--- src/rtl/alu_ctrl_pkg.sv ---
// ALU control / MDU shared definitions.
// ALU codes, opcode and funct encodings, MDU FSM states.
package alu_ctrl_pkg;

  localparam logic [3:0] ALU_ADD = 4'b1000;
  localparam logic [3:0] ALU_SUB = 4'b1001;
  localparam logic [3:0] ALU_AND = 4'b1100;
  localparam logic [3:0] ALU_OR  = 4'b1101;
  localparam logic [3:0] ALU_XOR = 4'b1111;
  localparam logic [3:0] ALU_SLT = 4'b0101;
  localparam logic [3:0] ALU_SLL = 4'b0001;
  localparam logic [3:0] ALU_NOP = 4'b0000;

  localparam logic [5:0] OP_RTYPE = 6'b000000;
  localparam logic [5:0] OP_ADDI  = 6'b001000;
  localparam logic [5:0] OP_LW    = 6'b100011;
  localparam logic [5:0] OP_SW    = 6'b101011;
  localparam logic [5:0] OP_BEQ   = 6'b000100;
  localparam logic [5:0] OP_BNE   = 6'b000101;
  localparam logic [5:0] OP_SLTI  = 6'b001010;
  localparam logic [5:0] OP_ANDI  = 6'b001100;
  localparam logic [5:0] OP_ORI   = 6'b001101;
  localparam logic [5:0] OP_XORI  = 6'b001110;

  localparam logic [5:0] F_ADD   = 6'b100000;
  localparam logic [5:0] F_SUB   = 6'b100010;
  localparam logic [5:0] F_AND   = 6'b100100;
  localparam logic [5:0] F_OR    = 6'b100101;
  localparam logic [5:0] F_XOR   = 6'b100110;
  localparam logic [5:0] F_SLT   = 6'b101010;
  localparam logic [5:0] F_SLL   = 6'b000000;

  localparam logic [5:0] F_MFHI  = 6'b010000;
  localparam logic [5:0] F_MTHI  = 6'b010001;
  localparam logic [5:0] F_MFLO  = 6'b010010;
  localparam logic [5:0] F_MTLO  = 6'b010011;
  localparam logic [5:0] F_MULT  = 6'b011000;
  localparam logic [5:0] F_MULTU = 6'b011001;
  localparam logic [5:0] F_DIV   = 6'b011010;
  localparam logic [5:0] F_DIVU  = 6'b011011;

  typedef enum logic [1:0] {
    S_IDLE,
    S_ITER,
    S_FIX
  } mdu_state_e;

endpackage

--- src/rtl/mdu_iter.sv ---
// Iterative unsigned multiply / restoring divide datapath.
// One step per cycle; hi/lo hold product or remainder/quotient.
module mdu_iter #(
  parameter int DATA_W = 32
) (
  input  logic              clk_i,
  input  logic              rst_i,
  input  logic              start_i,
  input  logic              step_i,
  input  logic              div_i,
  input  logic [DATA_W-1:0] a_i,
  input  logic [DATA_W-1:0] b_i,
  output logic [DATA_W-1:0] hi_o,
  output logic [DATA_W-1:0] lo_o,
  output logic              done_o
);

  localparam int CW = $clog2(DATA_W + 1);

  logic [DATA_W-1:0] hi_q, lo_q, b_q;
  logic [DATA_W-1:0] hi_d, lo_d;
  logic              div_q;
  logic [CW-1:0]     cnt_q;
  logic [DATA_W:0]   sum, shl, diff;

  // One shift-add or shift-subtract step on the current state
  always_comb begin
    sum  = {1'b0, hi_q} + (lo_q[0] ? {1'b0, b_q} : '0);
    shl  = {hi_q, lo_q[DATA_W-1]};
    diff = shl - {1'b0, b_q};
    hi_d = sum[DATA_W:1];
    lo_d = {sum[0], lo_q[DATA_W-1:1]};
    if (div_q) begin
      hi_d = diff[DATA_W] ? shl[DATA_W-1:0] : diff[DATA_W-1:0];
      lo_d = {lo_q[DATA_W-2:0], ~diff[DATA_W]};
    end
  end

  // Load on start, advance one step per enabled cycle
  always_ff @(posedge clk_i) begin
    if (rst_i) begin
      hi_q  <= '0;
      lo_q  <= '0;
      b_q   <= '0;
      div_q <= 1'b0;
      cnt_q <= '0;
    end else if (start_i) begin
      hi_q  <= '0;
      lo_q  <= a_i;
      b_q   <= b_i;
      div_q <= div_i;
      cnt_q <= '0;
    end else if (step_i) begin
      hi_q  <= hi_d;
      lo_q  <= lo_d;
      cnt_q <= cnt_q + 1'b1;
    end
  end

  assign hi_o   = hi_q;
  assign lo_o   = lo_q;
  assign done_o = (cnt_q == CW'(DATA_W - 1));

endmodule

--- src/rtl/alu_control_mdu.sv ---
// ALU control decode plus sequential multiply/divide unit.
// HI/LO registers, sign fix-up and pipeline stall generation.
module alu_control_mdu
  import alu_ctrl_pkg::*;
#(
  parameter int DATA_W = 32,
  parameter int CTRL_W = 4
) (
  input  logic              i_clk,
  input  logic              i_rst,
  input  logic              i_valid,
  input  logic              i_flush,
  input  logic [5:0]        i_Op,
  input  logic [5:0]        i_funct,
  input  logic [DATA_W-1:0] i_rs,
  input  logic [DATA_W-1:0] i_rt,
  output logic [CTRL_W-1:0] ALUCtrl,
  output logic [DATA_W-1:0] o_mdu_rd,
  output logic              o_busy,
  output logic              o_stall
);

  mdu_state_e        state_q;
  logic [DATA_W-1:0] hi_q, lo_q;
  logic              div_q, div0_q, nega_q, negb_q;

  logic              rtype, is_mdu, is_md, issue, start;
  logic              rs_neg, rt_neg;
  logic [DATA_W-1:0] a_mag, b_mag, it_hi, it_lo;
  logic              it_done;
  logic [2*DATA_W-1:0] prod_s;
  logic [DATA_W-1:0] hi_fix, lo_fix, rem_s, quo_s;

  // ALU operation decode
  always_comb begin
    ALUCtrl = ALU_NOP;
    if (i_Op == OP_RTYPE) begin
      unique case (i_funct)
        F_ADD:   ALUCtrl = ALU_ADD;
        F_SUB:   ALUCtrl = ALU_SUB;
        F_AND:   ALUCtrl = ALU_AND;
        F_OR:    ALUCtrl = ALU_OR;
        F_XOR:   ALUCtrl = ALU_XOR;
        F_SLT:   ALUCtrl = ALU_SLT;
        F_SLL:   ALUCtrl = ALU_SLL;
        default: ALUCtrl = ALU_NOP;
      endcase
    end else begin
      unique case (i_Op)
        OP_ADDI, OP_LW, OP_SW: ALUCtrl = ALU_ADD;
        OP_BEQ, OP_BNE:        ALUCtrl = ALU_SUB;
        OP_SLTI:               ALUCtrl = ALU_SLT;
        OP_ANDI:               ALUCtrl = ALU_AND;
        OP_ORI:                ALUCtrl = ALU_OR;
        OP_XORI:               ALUCtrl = ALU_XOR;
        default:               ALUCtrl = ALU_NOP;
      endcase
    end
  end

  assign rtype   = (i_Op == OP_RTYPE);
  assign is_md   = rtype & (i_funct[5:2] == 4'b0110);
  assign is_mdu  = is_md | (rtype & (i_funct[5:2] == 4'b0100));
  assign o_busy  = (state_q != S_IDLE);
  assign o_stall = i_valid & is_mdu & (o_busy | i_rst);
  assign issue   = i_valid & is_mdu & ~o_stall;
  assign start   = issue & is_md & ~i_flush;

  // funct[0] clear selects the signed forms
  assign rs_neg = ~i_funct[0] & i_rs[DATA_W-1];
  assign rt_neg = ~i_funct[0] & i_rt[DATA_W-1];
  assign a_mag  = rs_neg ? -i_rs : i_rs;
  assign b_mag  = rt_neg ? -i_rt : i_rt;

  mdu_iter #(.DATA_W(DATA_W)) u_iter (
    .clk_i   (i_clk),
    .rst_i   (i_rst),
    .start_i (start),
    .step_i  (state_q == S_ITER),
    .div_i   (i_funct[1]),
    .a_i     (a_mag),
    .b_i     (b_mag),
    .hi_o    (it_hi),
    .lo_o    (it_lo),
    .done_o  (it_done)
  );

  // Sign fix-up of the raw magnitude result
  always_comb begin
    prod_s = {it_hi, it_lo};
    if (nega_q ^ negb_q) prod_s = -{it_hi, it_lo};
    rem_s = nega_q ? -it_hi : it_hi;
    quo_s = (nega_q ^ negb_q) ? -it_lo : it_lo;
    hi_fix = prod_s[2*DATA_W-1:DATA_W];
    lo_fix = prod_s[DATA_W-1:0];
    if (div_q) begin
      hi_fix = rem_s;
      lo_fix = div0_q ? '1 : quo_s;
    end
  end

  // MDU sequencing and HI/LO update
  always_ff @(posedge i_clk) begin
    if (i_rst) begin
      state_q <= S_IDLE;
      hi_q    <= '0;
      lo_q    <= '0;
      div_q   <= 1'b0;
      div0_q  <= 1'b0;
      nega_q  <= 1'b0;
      negb_q  <= 1'b0;
    end else if (i_flush) begin
      state_q <= S_IDLE;
    end else begin
      unique case (state_q)
        S_IDLE: begin
          if (issue && is_md) begin
            state_q <= S_ITER;
            div_q   <= i_funct[1];
            div0_q  <= (i_rt == '0);
            nega_q  <= rs_neg;
            negb_q  <= rt_neg;
          end else if (issue && i_funct == F_MTHI) begin
            hi_q <= i_rs;
          end else if (issue && i_funct == F_MTLO) begin
            lo_q <= i_rs;
          end
        end
        S_ITER: if (it_done) state_q <= S_FIX;
        S_FIX: begin
          hi_q    <= hi_fix;
          lo_q    <= lo_fix;
          state_q <= S_IDLE;
        end
        default: state_q <= S_IDLE;
      endcase
    end
  end

  // HI/LO read port for MFHI/MFLO
  always_comb begin
    o_mdu_rd = '0;
    if (rtype && i_funct == F_MFHI) o_mdu_rd = hi_q;
    if (rtype && i_funct == F_MFLO) o_mdu_rd = lo_q;
  end

endmodule

--- config.mk ---
export PLATFORM = sky130hd
export DESIGN_NAME = alu_control_mdu
export DESIGN_NICKNAME = d
export VERILOG_FILES = /design/src/rtl/alu_ctrl_pkg.sv /design/src/rtl/mdu_iter.sv /design/src/rtl/alu_control_mdu.sv
export SDC_FILE = /design/constraint.sdc
export NUM_CORES = 1
export LEC_CHECK = 0
export ABC_AREA = 1
export CAP_MARGIN = 20
export CELL_PAD_IN_SITES_DETAIL_PLACEMENT = 1
export CELL_PAD_IN_SITES_GLOBAL_PLACEMENT = 2
export CORE_MARGIN = 3
export CORE_UTILIZATION = 32
export CTS_CLUSTER_SIZE = 16
export DETAILED_ROUTE_END_ITERATION = 8
export PLACE_DENSITY = 0.82
export SLEW_MARGIN = 25
export SYNTH_ARGS = -nofsm -noshare
export SYNTH_HDL_FRONTEND = slang
export SYNTH_SLANG_ARGS = --single-unit
export TNS_END_PERCENT = 5
--- constraint.sdc ---
create_clock -name i_clk -period 2.7 [get_ports i_clk]
set_input_delay 0.54 -clock i_clk [delete_from_list [all_inputs] [get_ports i_clk]]
set_output_delay 0.54 -clock i_clk [all_outputs]
set_load 0.05 [all_outputs]
==> out/qor.txt, run 1 <==
Class of the most critical hold timing path - register to register
Portion of synthesized cell area occupied by the leading cell type - 19.5%
Async set-or-reset flop fraction in the synthesized netlist - 0%
Leading cell types in the layout, fill and taps excluded - 864 x sky130_fd_sc_hd__nand2_1, 515 x sky130_fd_sc_hd__inv_1, 310 x sky130_fd_sc_hd__nor2_1
Most frequent CP cell - sky130_fd_sc_hd__buf_12
Biggest area consumer among synthesized cells - sky130_fd_sc_hd__dfxtp_1
Fin. Hold Viols - 0
Diode insertion count for antenna repair - 0
Detailed Route WL - 103000 µm
Worst-case headroom to the max-slew limit - 52.6%
Standard cell with the maximum stage delay on the critical path - sky130_fd_sc_hd__clkdlybuf4s50_1
Post-synthesis sequential element count - 173
CP Capture Type - primary output
Power share of the sequential group - 42.9%
Kind of critical path - input pin to primary output
Standard-cell row count - 85
Std-Cell Core Area - 0.0545 mm²
Buffer depth of the longest clock path - 2
Placement Cell Area - 0.0223 mm²
Initial core utilization - 32.7%
Number of cells on the worst hold path - 2
First-pass detailed-route iteration total - 6
Number of buffer cells added on primary ports - 117
Relative contribution of the clock network to total power - 44.1%
Area of combinational cells with multiple inputs - 0.0125 mm²
Total via count after detailed routing - 23328
Synthesis-to-layout area growth - 33.9%
Crit Path Max Fanout - 8
Via count of the first global-routing pass - 23151
Fin cells - 4303
Worst path cell trace - clkdlybuf4s50_1 > nor2_2 > nand3_4 > buf_12 > o22ai_4 > buf_12
Routed vias/inst - 5.42
Setup-violating endpoint count in the final report - 0
Fraction of power consumed by combinational cells - 13.0%
Sequential cell area fraction in the yosys report - 19.5%
Proportion of layout cells with a drive suffix above 1 - 17.3%
Total Nets Final - 3702
Overflow after GRT - 0
Height of the die - 242 µm
Logic depth of the worst register-to-register path - 13
Run status - finished clean
Leakage component of the power - 12.0 nW
Wire length of the first global-routing pass - 152000 µm
Post-detailed-route DRC marker count - 0
Cell at the root of the clock tree - sky130_fd_sc_hd__clkbuf_16
Clk_lat worst skew - 0.49 ns
Data required time at the worst endpoint - 2.16 ns
Achievable clock frequency - 373 MHz
Total number of H-tree levels - 4
Cell-internal power - 4.11 mW
Die outline area - 0.0584 mm²
Data arrival time of the critical path - 2.14 ns
Delay contributed by the slowest stage of the critical path - 0.50 ns
# clock sinks - 173
Number of cells produced by synthesis - 3216
Number of max-capacitance violations reported - 0
Horiz. Die Dim - 242 µm
Total non-filler cell area in the finished layout - 0.0238 mm²
Initial antenna violation count - 3
# placed instances - 4255
Average cell area after synthesis - 5.53 µm²
Net Count, Synth - 3367
Crit start category - input pin
Worst IR drop on VDD - 0.449 mV
Synth unique cells - 54
Routability-driven placement congestion ratio - 1.02
Final WS setup - 0.0202 ns
Post-Route Hold Slack - 0.482 ns
Area of the mapped netlist - 0.0178 mm²
Net switching component of the power - 1.83 mW
Fin Setup TNS - 0 ns
Iteration-0 DRC Markers - 2027
Area occupied by registers - 0.00347 mm²
Overall track demand over capacity in global routing - 34.0%
Net switching share of the total power - 30.8%
Setup repair after global routing missed its margin - true
Main synth FF type - sky130_fd_sc_hd__dfxtp_1
Slew at the pin closest to its max-slew limit - 0.708 ns
Number of synthesized flops with an enable pin - 0
Residual antenna-violating net count after detailed routing - 0
HPWL after detailed placement - 84900 µm
Filler cell count - 7364
Most frequent standard cell in the layout excluding fill and tap cells - sky130_fd_sc_hd__nand2_1
Number of buffers created by CTS - 17
Placement-stage worst setup slack - -0.382 ns
Number of placed I/O pins - 118
Max Transition Viols Final - 0
Dominant cells by area after synthesis - sky130_fd_sc_hd__dfxtp_1 19%, sky130_fd_sc_hd__nand2_1 19%, sky130_fd_sc_hd__inv_1 11%, sky130_fd_sc_hd__nor2_1 6.9%, sky130_fd_sc_hd__a21oi_1 6.6%
Clock period minus final worst setup slack - 2.68 ns
Post-Route Skew - 0.0221 ns
Pin count of the biggest net entering global routing - 96
Synth warn - 0
Routed wire per std cell - 24.0 µm
Clock transition at the register clock pins on the worst setup and hold paths after CTS - 0.07 ns
Fraction of the cycle the final worst path needs - 99.3%
Pwr dens - 249 mW/mm²
TritonCTS clock tree - built
-- critical path, delay by kind of cell --
family | cells | cell delay, ns
compound gates | 1 | 0.20
buf+inv | 3 | 0.89
simple gates | 2 | 0.51
-- flip-flops by register name, summed over array words and instances, names as in the netlist --
name	count
div_q	1
lo_q	32
u_iter.b_q	32
state_q	2
hi_q	32
div0_q	1
u_iter.cnt_q	6
negb_q	1
u_iter.lo_o	32
u_iter.hi_o	32
nega_q	1
u_iter.div_q	1
-- path summary, 6_finish.rpt --
check                          startpoint                            to  slack, ns
min reg2reg   u_iter.lo_o[1]$_SDFFE_PP0P_   u_iter.lo_o[1]$_SDFFE_PP0P_       0.48
max reg2reg  u_iter.hi_o[11]$_SDFFE_PP0P_  u_iter.hi_o[30]$_SDFFE_PP0P_       0.10
max                            i_funct[1]                  o_mdu_rd[21]       0.02
min           u_iter.lo_o[1]$_SDFFE_PP0P_   u_iter.lo_o[1]$_SDFFE_PP0P_       0.48
-- kinds of logic after synthesis --
kind of cell	count (synthesis)	share of synthesized area, %
and+or+nand+nor	1607	38.1
buffers and inverters	663	14.4
AOI/OAI and AO/OA	633	19.5
DFF	173	19.5
adders and majority gates	71	5.08
xor gates and xnor gates	69	3.40
-- area by class of cell --
cell class,count,share of cell area (%)
tap,739,3.88
multi-input combinational,2380,52.4
clock inverter,15,0.725
inverter,553,8.76
timing repair buffer,426,17.8
clock buffer,17,1.79
sequential,173,14.6
-- through the flow --
step	power [mW]	utilization, %
2_1_floorplan	2.88	-
3_3_place_gp	3.33	40.9
3_5_place_dp	3.34	40.9
4_1_cts	5.92	43.0
5_1_grt	6.10	43.7
6_report	5.94	43.7
-- what timing repair did --
| action | in CTS | in global routing |
|---|---|---|
| hold buffers | 0 | 0 |
| endpoints found under the setup margin | 51 | 71 |
| hold endpoints to repair | 0 | 0 |
| setup buffers | 7 | 4 |
| cloned | 3 | 2 |
| pin swaps | 6 | 15 |
| resized for setup | 81 | 115 |
-- cell usage after synthesis, types with 7 or more instances --
master                     instances
sky130_fd_sc_hd__nor2_1          328
sky130_fd_sc_hd__xnor2_1          21
sky130_fd_sc_hd__nand2_1         893
sky130_fd_sc_hd__inv_1           525
sky130_fd_sc_hd__a21oi_2          13
sky130_fd_sc_hd__or2_2             9
sky130_fd_sc_hd__o31ai_1           7
sky130_fd_sc_hd__nor3_1           37
sky130_fd_sc_hd__o21ai_0         197
sky130_fd_sc_hd__dfxtp_1         173
sky130_fd_sc_hd__o21bai_1          7
sky130_fd_sc_hd__nor4_1            8
sky130_fd_sc_hd__nand3b_1          8
sky130_fd_sc_hd__nor2_2           12
sky130_fd_sc_hd__nand4_1          31
sky130_fd_sc_hd__a31oi_1          21
sky130_fd_sc_hd__inv_2            23
sky130_fd_sc_hd__a21oi_1         235
sky130_fd_sc_hd__xor2_1           48
sky130_fd_sc_hd__nand2_2          21
sky130_fd_sc_hd__o211ai_1         15
sky130_fd_sc_hd__ha_1             69
sky130_fd_sc_hd__o22ai_1          49
sky130_fd_sc_hd__buf_1             7
sky130_fd_sc_hd__nand3_1         229
sky130_fd_sc_hd__buf_2            33
sky130_fd_sc_hd__o21ai_1          65
sky130_fd_sc_hd__o221ai_1          7
sky130_fd_sc_hd__nand3_2          12
sky130_fd_sc_hd__clkbuf_1         63
-- power groups by stage --
| stage | clock network (mW) | logic [mW] | registers (mW) |
|---|---|---|---|
| 5_1_grt | 2.74 | 0.816 | 2.55 |
| 2_1_floorplan | 0 | 0.271 | 2.61 |
| 3_5_place_dp | 0 | 0.731 | 2.61 |
| 6_report | 2.62 | 0.773 | 2.55 |
| 4_1_cts | 2.63 | 0.742 | 2.55 |
| 3_3_place_gp | 0 | 0.725 | 2.61 |
-- per-layer routing --
metal  up-vias  track usage [%]  share of wire, %
met2       841             50.6                42
met4         4             6.15               1.8
met1     11435             50.7                48
met3       103             6.90               8.5
li1      10945                -                 -
met5         -                0             0.023
No activity file was read; power rests on OpenSTA's default activity.
==> run 2: changes to the inputs <==
Settings changed: CORE_MARGIN 3 to 1.5, CORE_UTILIZATION 32 to 34, DONT_BUFFER_PORTS set to 1, GPL_TIMING_DRIVEN set to 0, PLACE_DENSITY 0.82 to 0.81.
==> run 2 against run 1 <==
- the flow now finishes with violations (setup timing)
- critical path depth stayed put
- final area is 12% lower
- global-route usage is 4.2 points higher
- clock skew is 0.0046 ns lower
- clock power is 2% higher
- critical endpoint is now lo_q[13]$_SDFFE_PP0P_
==> out/qor.txt, run 2 (synthesis gave the netlist of run 1 again) <==
Number of max-capacitance violations reported - 0
Diode insertion count for antenna repair - 0
Initial antenna violation count - 4
Run status - finished, violations left
Cell at the root of the clock tree - sky130_fd_sc_hd__clkbuf_16
Horiz. Die Dim - 232 µm
Most frequent standard cell in the layout excluding fill and tap cells - sky130_fd_sc_hd__nand2_1
Final WS setup - -0.0286 ns
Std-Cell Core Area - 0.0515 mm²
Number of buffers created by CTS - 17
HPWL after detailed placement - 85800 µm
Standard cell with the maximum stage delay on the critical path - sky130_fd_sc_hd__clkbuf_1
Area occupied by registers - 0.00352 mm²
Residual antenna-violating net count after detailed routing - 0
Number of placed I/O pins - 118
Worst IR drop on VDD - 0.531 mV
Class of the most critical hold timing path - input pin to register
Number of cells on the worst hold path - 1
Data required time at the worst endpoint - 3.14 ns
Fin Setup TNS - -0.0286 ns
Detailed Route WL - 104000 µm
Routability-driven placement congestion ratio - 1.02
Height of the die - 232 µm
Via count of the first global-routing pass - 22012
Fin cells - 3942
Clk_lat worst skew - 0.52 ns
# clock sinks - 173
Worst setup path end - lo_q[13]$_SDFFE_PP0P_
Total via count after detailed routing - 22484
Max Transition Viols Final - 0
Die outline area - 0.0537 mm²
Startpoint of the worst register-to-register path - state_q[0]$_SDFFE_PP0P_
First-pass detailed-route iteration total - 5
Pin count of the biggest net entering global routing - 18
Synthesis-to-layout area growth - 17.4%
Fin. Hold Viols - 0
Worst setup path startpoint - state_q[0]$_SDFFE_PP0P_
Area of combinational cells with multiple inputs - 0.0130 mm²
CP delay by family, top - buffers and inverters
Logic depth of the worst register-to-register path - 6
Routed vias/inst - 5.70
Wire length of the first global-routing pass - 149000 µm
Initial core utilization - 34.5%
Leading cell types in the layout, fill and taps excluded - 842 x sky130_fd_sc_hd__nand2_1, 517 x sky130_fd_sc_hd__inv_1, 313 x sky130_fd_sc_hd__nor2_1
Overflow after GRT - 0
Setup repair after global routing missed its margin - true
Buffer depth of the longest clock path - 2
Setup-violating endpoint count in the final report - 1
Post-detailed-route DRC marker count - 0
Worst path cell trace - inv_1 > nand2_1 > clkinv_1 > clkbuf_1 > o21ai_0 > a31oi_1
Overall track demand over capacity in global routing - 38.2%
Total Nets Final - 3400
Final cell utilization of the core - 40.5%
Slew at the pin closest to its max-slew limit - 1.23 ns
# placed instances - 3896
Total number of H-tree levels - 4
Pwr dens - 273 mW/mm²
Delay contributed by the slowest stage of the critical path - 0.74 ns
Data arrival time of the critical path - 3.17 ns
Clock transition at the register clock pins on the worst setup and hold paths after CTS - 0.08 ns
Clock period minus final worst setup slack - 2.73 ns
Critical path depth - 6
Achievable clock frequency - 366 MHz
Kind of critical path - register to register
Worst-case headroom to the max-slew limit - 18.3%
Endpoint of the worst-slack reg-to-reg timing path - lo_q[13]$_SDFFE_PP0P_
Filler cell count - 7098
TritonCTS clock tree - built
Failing checks - setup timing
Leakage component of the power - 10.3 nW
Crit Path Max Fanout - 10
Routed wire per std cell - 26.5 µm
Iteration-0 DRC Markers - 2244
Proportion of layout cells with a drive suffix above 1 - 12.8%
Standard-cell row count - 83
Worst reg2reg setup slack - -0.03 ns
Fraction of the cycle the final worst path needs - 101%
Critical path buffer and inverter count - 3
CP Capture Type - register
Post-Route Skew - 0.0175 ns
Post-Route Hold Slack - 0.0982 ns
Placement-stage worst setup slack - -1.03 ns
Crit start category - register
Number of buffer cells added on primary ports - 0
run 2: worst min path at each step:
stage	from	endpoint	slack [ns]
after global routing	i_flush	state_q[1]$_SDFFE_PP0P_	0.08
after detailed placement	u_iter.lo_o[1]$_SDFFE_PP0P_	u_iter.lo_o[1]$_SDFFE_PP0P_	0.48
after floorplan	lo_q[8]$_SDFFE_PP0P_	lo_q[8]$_SDFFE_PP0P_	0.43
after CTS	i_flush	state_q[1]$_SDFFE_PP0P_	0.07
final	i_flush	state_q[1]$_SDFFE_PP0P_	0.1
after global placement	u_iter.lo_o[1]$_SDFFE_PP0P_	u_iter.lo_o[1]$_SDFFE_PP0P_	0.47
run 2: cell type report:
| cell class | count | share of cell area, % |
|---|---|---|
| Tap cell | 680 | 4.08 |
| Buffer | 110 | 3.23 |
| Sequential cell | 173 | 16.9 |
| Clock buffer | 18 | 2.10 |
| Clock inverter | 14 | 0.725 |
| Timing Repair Buffer | 14 | 0.743 |
| Inverter | 553 | 10.0 |
| Multi-Input combinational cell | 2380 | 62.2 |
run 2: through the flow:
| step | instance area (µm²) | total power, mW |
|---|---|---|
| 2_1_floorplan | 17800 | 2.88 |
| 4_1_cts | 20300 | 5.72 |
| 3_5_place_dp | 18800 | 3.07 |
| 3_3_place_gp | 18600 | 3.07 |
| 5_1_grt | 20900 | 5.85 |
| 6_report | 20900 | 5.71 |
run 2: per-layer routing:
layer	vias to the layer above	routed length, µm	share of wire (%)	GRT usage [%]
li1	10369	-	-	-
met1	11016	47500	45	53.8
met2	947	44200	42	57.0
met3	148	10100	9.7	8.89
met4	4	2640	2.5	11.9
met5	-	23	0.022	0
run 2: repair_timing:
action | 4_1_cts | 5_1_grt
setup endpoints to repair | 70 | 84
endpoints found under the hold margin | 0 | 0
setup buffers | 6 | 4
pin swaps | 12 | 13
resized for setup | 182 | 145
hold buffers | 0 | 0
cloned | 4 | 0
run 2: power by group:
group / leakage, nW / switching, mW / internal [mW]
logic: 8.62 / 0.384 / 0.115
clock network: 0.289 / 1.34 / 1.33
registers: 1.41 / 0.000651 / 2.54
total: 10.3 / 1.72 / 3.98
